## src/rtl/mdu_hilo.sv

```systemverilog
// HI/LO multiply-divide unit: single-cycle registered multiply, 32-iteration
// restoring divide, MTHI/MTLO writes and a combinational stall request.
module mdu_hilo (
    input  logic        clk,
    input  logic        resetn,
    input  logic [2:0]  EXE_MDUOp,
    input  logic [31:0] EXE_Src1,
    input  logic [31:0] EXE_Src2,
    input  logic        EXE_Flush,
    input  logic        EXE_Hold,
    output logic        EXE_MDUBusy,
    output logic [31:0] HI,
    output logic [31:0] LO,
    output logic        HILO_Wr
);

    localparam int unsigned XLEN = 32;
    localparam int unsigned DW   = 2 * XLEN;
    localparam int unsigned CNTW = 6;

    localparam logic [2:0] OP_MULT  = 3'b001;
    localparam logic [2:0] OP_MULTU = 3'b010;
    localparam logic [2:0] OP_DIV   = 3'b011;
    localparam logic [2:0] OP_DIVU  = 3'b100;
    localparam logic [2:0] OP_MTHI  = 3'b101;
    localparam logic [2:0] OP_MTLO  = 3'b110;

    typedef enum logic [1:0] {
        ST_IDLE,
        ST_MUL,
        ST_DIV,
        ST_DONE
    } state_t;

    state_t state_q, state_d;

    logic [DW-1:0]   prod_q;
    logic [XLEN-1:0] rem_q, quo_q, dvs_q;
    logic            q_neg_q, r_neg_q;
    logic [CNTW-1:0] cnt_q;

    logic start_mul, start_div, div_step, mul_wr, div_wr, mt_hi, mt_lo;

    // Operand conditioning for the start cycle
    logic            is_signed, src1_neg, src2_neg;
    logic [XLEN-1:0] abs1, abs2;
    logic [DW-1:0]   mul_a, mul_b, mul_p;

    always_comb begin
        is_signed = (EXE_MDUOp == OP_MULT) || (EXE_MDUOp == OP_DIV);
        src1_neg  = is_signed & EXE_Src1[XLEN-1];
        src2_neg  = is_signed & EXE_Src2[XLEN-1];
        abs1      = src1_neg ? -EXE_Src1 : EXE_Src1;
        abs2      = src2_neg ? -EXE_Src2 : EXE_Src2;
        // Low 64 bits of the extended product are correct for both signednesses
        mul_a     = {{XLEN{src1_neg}}, EXE_Src1};
        mul_b     = {{XLEN{src2_neg}}, EXE_Src2};
        mul_p     = mul_a * mul_b;
    end

    // One restoring iteration and the final sign fix-up
    logic [XLEN:0]   div_tmp, div_diff;
    logic            div_ge, div_last;
    logic [XLEN-1:0] div_rem_n, div_quo_n, div_hi, div_lo;

    always_comb begin
        div_tmp   = {rem_q, quo_q[XLEN-1]};
        div_diff  = div_tmp - {1'b0, dvs_q};
        div_ge    = div_tmp >= {1'b0, dvs_q};
        div_rem_n = div_ge ? div_diff[XLEN-1:0] : div_tmp[XLEN-1:0];
        div_quo_n = {quo_q[XLEN-2:0], div_ge};
        div_hi    = r_neg_q ? -div_rem_n : div_rem_n;
        div_lo    = q_neg_q ? -div_quo_n : div_quo_n;
        div_last  = (cnt_q == CNTW'(XLEN - 1));
    end

    always_ff @(posedge clk) begin
        if (!resetn) state_q <= ST_IDLE;
        else         state_q <= state_d;
    end

    always_comb begin
        state_d     = state_q;
        EXE_MDUBusy = 1'b0;
        start_mul   = 1'b0;
        start_div   = 1'b0;
        div_step    = 1'b0;
        mul_wr      = 1'b0;
        div_wr      = 1'b0;
        mt_hi       = 1'b0;
        mt_lo       = 1'b0;
        case (state_q)
            ST_IDLE: begin
                if (!EXE_Flush) begin
                    case (EXE_MDUOp)
                        OP_MULT, OP_MULTU: begin
                            start_mul   = 1'b1;
                            EXE_MDUBusy = 1'b1;
                            state_d     = ST_MUL;
                        end
                        OP_DIV, OP_DIVU: begin
                            start_div   = 1'b1;
                            EXE_MDUBusy = 1'b1;
                            state_d     = ST_DIV;
                        end
                        OP_MTHI: mt_hi = 1'b1;
                        OP_MTLO: mt_lo = 1'b1;
                        default: ;
                    endcase
                end
            end
            ST_MUL: begin
                if (EXE_Flush) begin
                    state_d = ST_IDLE;
                end else begin
                    EXE_MDUBusy = 1'b1;
                    mul_wr      = 1'b1;
                    state_d     = ST_DONE;
                end
            end
            ST_DIV: begin
                if (EXE_Flush) begin
                    state_d = ST_IDLE;
                end else begin
                    EXE_MDUBusy = 1'b1;
                    div_step    = 1'b1;
                    if (div_last) begin
                        div_wr  = 1'b1;
                        state_d = ST_DONE;
                    end
                end
            end
            ST_DONE: begin
                // Held instruction must not restart, so the opcode is ignored here
                if (EXE_Flush || !EXE_Hold) state_d = ST_IDLE;
            end
            default: state_d = ST_IDLE;
        endcase
        if (!resetn) EXE_MDUBusy = 1'b0;
    end

    always_ff @(posedge clk) begin
        if (!resetn) begin
            prod_q  <= '0;
            rem_q   <= '0;
            quo_q   <= '0;
            dvs_q   <= '0;
            q_neg_q <= 1'b0;
            r_neg_q <= 1'b0;
            cnt_q   <= '0;
            HI      <= '0;
            LO      <= '0;
            HILO_Wr <= 1'b0;
        end else begin
            HILO_Wr <= 1'b0;
            if (start_mul) prod_q <= mul_p;
            if (start_div) begin
                rem_q   <= '0;
                quo_q   <= abs1;
                dvs_q   <= abs2;
                q_neg_q <= src1_neg ^ src2_neg;
                r_neg_q <= src1_neg;
                cnt_q   <= '0;
            end else if (div_step) begin
                rem_q   <= div_rem_n;
                quo_q   <= div_quo_n;
                cnt_q   <= cnt_q + CNTW'(1);
            end
            if (mul_wr) begin
                HI      <= prod_q[DW-1:XLEN];
                LO      <= prod_q[XLEN-1:0];
                HILO_Wr <= 1'b1;
            end
            if (div_wr) begin
                HI      <= div_hi;
                LO      <= div_lo;
                HILO_Wr <= 1'b1;
            end
            if (mt_hi) begin
                HI      <= EXE_Src1;
                HILO_Wr <= 1'b1;
            end
            if (mt_lo) begin
                LO      <= EXE_Src1;
                HILO_Wr <= 1'b1;
            end
        end
    end

endmodule
```

## config.mk

```make
export PLATFORM = sky130hd
export DESIGN_NAME = mdu_hilo
export DESIGN_NICKNAME = d
export VERILOG_FILES = /design/src/rtl/mdu_hilo.sv
export SDC_FILE = /design/constraint.sdc
export NUM_CORES = 2
export LEC_CHECK = 0
export CAP_MARGIN = 20
export CELL_PAD_IN_SITES_DETAIL_PLACEMENT = 1
export CELL_PAD_IN_SITES_GLOBAL_PLACEMENT = 2
export CORE_AREA = 3 3 514 261
export CTS_CLUSTER_DIAMETER = 50
export DETAILED_ROUTE_END_ITERATION = 10
export DIE_AREA = 0 0 517 264
export PLACE_DENSITY = 0.9
export SLEW_MARGIN = 15
export SYNTH_ARGS = -nofsm -noshare
export SYNTH_HDL_FRONTEND = slang
export SYNTH_SLANG_ARGS = --single-unit
```

## constraint.sdc

```tcl
create_clock -name clk -period 12.6 [get_ports clk]
set_clock_uncertainty 0.2 [all_clocks]
set_input_delay 1.26 -clock clk [delete_from_list [all_inputs] [get_ports clk]]
set_output_delay 1.26 -clock clk [all_outputs]
set_load 0.005 [all_outputs]
```

* Yosys cells after proc, flatten, opt, wreduce, memory -nomap -nowiden *
Index checks and enable logic that the tools add are counted.

storage, ports and cells
  register bits after elaboration = 235
  bits of input ports = 71
  logic and storage cells = 96

cells by class
  add/sub/neg operators = 6
  multiply operators = 1
  magnitude comparators = 1
  eq/ne operators = 14
  mux-type cells = 46
  bitwise operators = 4
  reductions and logical operators = 13

operators by type and width
  operator               count
  $mux W32               13
  $neg A32 Y32           4
  $mul A33 B33 Y64       1
  $ge A33 B32 Y1         1
  $sub A32 B32 Y32       1
  $mux W1                25
  $mux W2                5
  $eq A3 B3 Y1 const B   3
  $pmux W2 S4            1
  $reduce_or A2 Y1       4
  $add A6 B1 Y6 const B  1
  $eq A3 B2 Y1 const B   2
  $eq A6 B5 Y1 const B   1
  $reduce_bool A3 Y1     2
  $eq A2 B2 Y1 const B   2
  $ne A2 B2 Y1 const B   2
  $pmux W2 S2            1
  $reduce_and A4 Y1      1
  $reduce_or A4 Y1       1
  $eq A3 B1 Y1 const B   1
  $ne A3 B1 Y1 const B   1
  $ne A3 B3 Y1 const B   1
  $and A1 B1 Y1          2
  $eq A2 B1 Y1 const B   1
  other kinds (7)        8

* Depth between registers and ports, before layout *
  depth in word-level cells = 7
  gate-level depth with buffers = 35
  mapped depth without buffers = 31

* Worst setup path before layout *
OpenSTA, ideal clock, no wires.

  path type = input -> register
  from = input EXE_MDUOp[0]
  to = register prod_q[60]
  setup time = 0.133 ns
  arrival = 9.727 ns
  slack = 2.541 ns
  stages = 33
  buffers on the path = 4
  path through = clkbuf_1 -> nor2b_1 -> and2_1 -> clkbuf_1 -> clkbuf_1 -> nand2_1 -> inv_1 -> fa_1 -> fa_1 -> fa_1 -> inv_1 -> fa_1 -> inv_1 -> fa_1 -> fa_1 -> inv_1 -> fa_1 -> fa_1 -> inv_1 -> ha_1 -> clkbuf_1 -> a21oi_1 -> o21bai_1 -> a2111o_1 -> a41oi_1 -> nor2b_1 -> o21a_1 -> o32ai_1 -> o41ai_1 -> a21o_1 -> o31ai_1 -> mux2i_1 -> a31oi_1

between the ends
  cells in the longest elaborated chain, start to end = 5
  elaborated cells between the ends (all ways) = 11

RTL lines
  item                                                                      line  RTL
  start, declared                                                           6     input logic [2:0] EXE_MDUOp,
  parallel branches: the longest is 5 deep, another holds $mul A33 B33 Y64  --
  end signal, assigned                                                      156   if (start_mul) prod_q <= mul_p;
  end, declared                                                             37    logic [DW-1:0] prod_q;

Parallel ways; which one is timed is not known.
A chain may end at the register's enable or synchronous reset.

* Worst setup path after layout *
Same ends and word-level chain as after synthesis.

==> impl_metrics.toml <==
[global_route]
antenna_found_initial = 7
grt_pass1_wl_mm = 317
grt_max_degree = 101
grt_overflow = 0
grt_pass1_vias = 49300
grtUsageTotal = 0.308

[finish]
multi_input_area_um2 = 42300
fillers = 15300
syn2layout_area_growth_pct = 7.18
layout.area.seq_um2 = 4700
nets = 7587
final_util = 0.441
fin_area_um2 = 57000
drive_gt1_frac = 0.0446

[synthesis]
netlist_instances = 6266
synth_edf_count = 0
synth_warnings = 0
avgSynthCellArea_um2 = 8.48
syn_nets = 7716
synthTopCellsByArea = "fa_1, dfxtp_1, inv_1, nand2_1, ha_1"
netlist_area_um2 = 53200
synth_top_area_frac = 0.424
synthDistinctLibCells = 91
yosysSeqAreaShare = 0.0885
async_flop_share = 0
synth-seq-cells = 235
synth_top_area_cell = "fa_1"
synthFlopType = "dfxtp_1"

[placement]
place_congestion = 0.987
pre_cts_slack_ps = 1060
dp_hpwl_mm = 161
placed_area_um2 = 55800
portBuffers = 136

[critical_path]
rr_endpoint = "LO[30]$_SDFFE_PN0P_"
rr_startpoint = "rem_q[11]$_SDFFE_PP0P_"
required_ps = 12780
startpoint_type = "input pin"
cp-startpoint = "EXE_MDUOp[0]"
crit_arrival_ps = 11290
reg2reg_slack_ps = 6740
cpMaxStageDelayCell = "and2_1"
max_stage_delay_ps = 740
r2r_cells = 17
cp_max_fo = 20
cp.buffers_inverters = 6
path_delay_family = "adder cells"
cp-endpoint = "prod_q[60]$_SDFFE_PN0P_"
cpMostUsedCell = "fa_1"
crit_path_end_kind = "flop"
critical_path_class = "in -> reg"
crit_cells = 30

[timing]
slew_headroom = 0.218
setup_slack_ps = 1490
rsz0062_at_grt = "false"
finalCritPeriodShare = 0.882
worstMarginPinSlew_ps = 1170
setup_violations = 0
fmax_mhz = 90.0
finalSetupTns_ps = 0
hold_viol = 0
min_period_ps = 11110
slew_viol_final = 0

[job]
maxCapViolations = 0

[routing]
wire_per_inst_um = 26.5
totalWireLength_mm = 208
vias = 44700
via_per_inst = 5.68
dr.pass1.iters = 5
final_antenna_net_count = 0
drt_iter0_drc = 4276
route.detailed.drc = 0

[clock_tree]
cts_buffer_depth = 3
post_cts_resize_count = 0
numCtsBuffers = 37
cts.hold.buffers_added = 0
cts_num_sinks = 235
cts_root_buf = "clkbuf_16"
insertion_delay_ps = 560
cts_tree = "built"
post_cts_buffers = 0
ctsHtreeMaxLevel = 2
path_clk_slew_ps = 60

[floorplanning]
die_x_um = 517
ios = 137
die_y_um = 264
dieArea_um2 = 136000
num_rows = 93
coreArea_um2 = 129000
start_util = 0.412

[run_status]
status = "finished clean"

[min_path]
min_path_type = "reg -> reg"
## synthesized netlist by cell type, types with 8 or more instances
master,count
or3_1,18
and2_1,331
nand2b_1,21
mux2i_1,79
buf_1,52
nor2b_1,15
o31ai_1,27
nor3_1,48
a311oi_1,33
nand3b_1,9
nand3_1,54
o21bai_1,15
a21oi_1,237
o21ai_0,118
fa_1,1126
or2_2,9
clkbuf_1,353
inv_1,1222
a41oi_1,9
nor4_1,19
nor2_1,269
and3_1,34
a211oi_1,75
a31oi_1,29
nand2_1,1087
or4_1,8
o41ai_1,11
a21boi_0,9
a21o_1,47
dfxtp_1,235
o21a_1,19
nor3b_1,8
o211ai_1,40
xnor2_1,136
ha_1,253
xor2_1,78
nand4_1,22
## metal layers
layer,share of wire,global-route usage,vias up
met4,0.028,0.0767,2
met1,0.43,0.443,23500
met2,0.43,0.464,2111
met5,0.00056,0.00597,-
li1,-,-,18800
met3,0.11,0.0754,341
## registers in the layout (all words and copies together) (netlist names)
register,flops
HI,32
HILO_Wr,1
LO,32
cnt_q,6
dvs_q,32
prod_q,64
q_neg_q,1
quo_q,32
r_neg_q,1
rem_q,32
state_q,2
## worst min-delay path by stage
stage	startpoint	endpoint	depth (start not counted)
floorplan	prod_q[37]$_SDFFE_PN0P_	prod_q[37]$_SDFFE_PN0P_	2
global placement	prod_q[13]$_SDFFE_PN0P_	prod_q[13]$_SDFFE_PN0P_	2
detailed placement	prod_q[13]$_SDFFE_PN0P_	prod_q[13]$_SDFFE_PN0P_	2
CTS	prod_q[13]$_SDFFE_PN0P_	prod_q[13]$_SDFFE_PN0P_	2
global route	dvs_q[17]$_SDFFE_PN0P_	dvs_q[17]$_SDFFE_PN0P_	2
finish	dvs_q[16]$_SDFFE_PN0P_	dvs_q[16]$_SDFFE_PN0P_	2
## layout make-up
class	instances	area share
multi-input combinational	4394	0.743
sequential	235	0.0826
inverter	1224	0.0807
tap	1710	0.0375
timing repair buffer	245	0.0344
clock buffer	43	0.0173
clock inverter	23	0.00422
antenna	1	0.0000439
## per-stage QoR
step                hold slack, ps  cells
floorplan                      231   6266
global placement               243   7808
detailed placement             248   7808
CTS                            255   7874
global route                   279   7874
finish                         261   7875
## placed cells by master, fill, tap and decap left out, drive strengths merged, types with 57 or more instances in the layout
cell	instances
o21ai	123
mux2i	79
xnor2	136
ha	253
inv	1234
dfxtp	235
fa	1126
nor2	270
a211oi	77
buf	154
clkdlybuf4s50	90
xor2	78
nand3	57
a21oi	238
and2	332
nand2	1087
## cell families after synthesis
logic type                 synth area share
buffers and inverters                 0.116
adders and majority gates             0.484
xor gates and xnor gates             0.0353
AOI/OAI and AO/OA                    0.0923
DFF                                  0.0885
and+or+nand+nor                       0.169
muxes                                0.0157
## worst reg2reg max path, cell delays in order, from the launching register on
cell and delay [ps]:
dfxtp_1 440, ha_1 400, a21oi_4 210, o21ai_1 260, a221oi_4 550, o221a_2 300, nand3_2 70, buf_4 370
inv_2 600, ha_1 370, nand3_1 230, nand2b_1 290, nand2b_1 220, or3_1 440, o31ai_1 300, xnor2_1 230
o211ai_1 130, a21oi_1 180
Power is left out: the tool's default activity adds up to more than one toggle a clock period on the data nets, which glitch-free logic cannot reach.
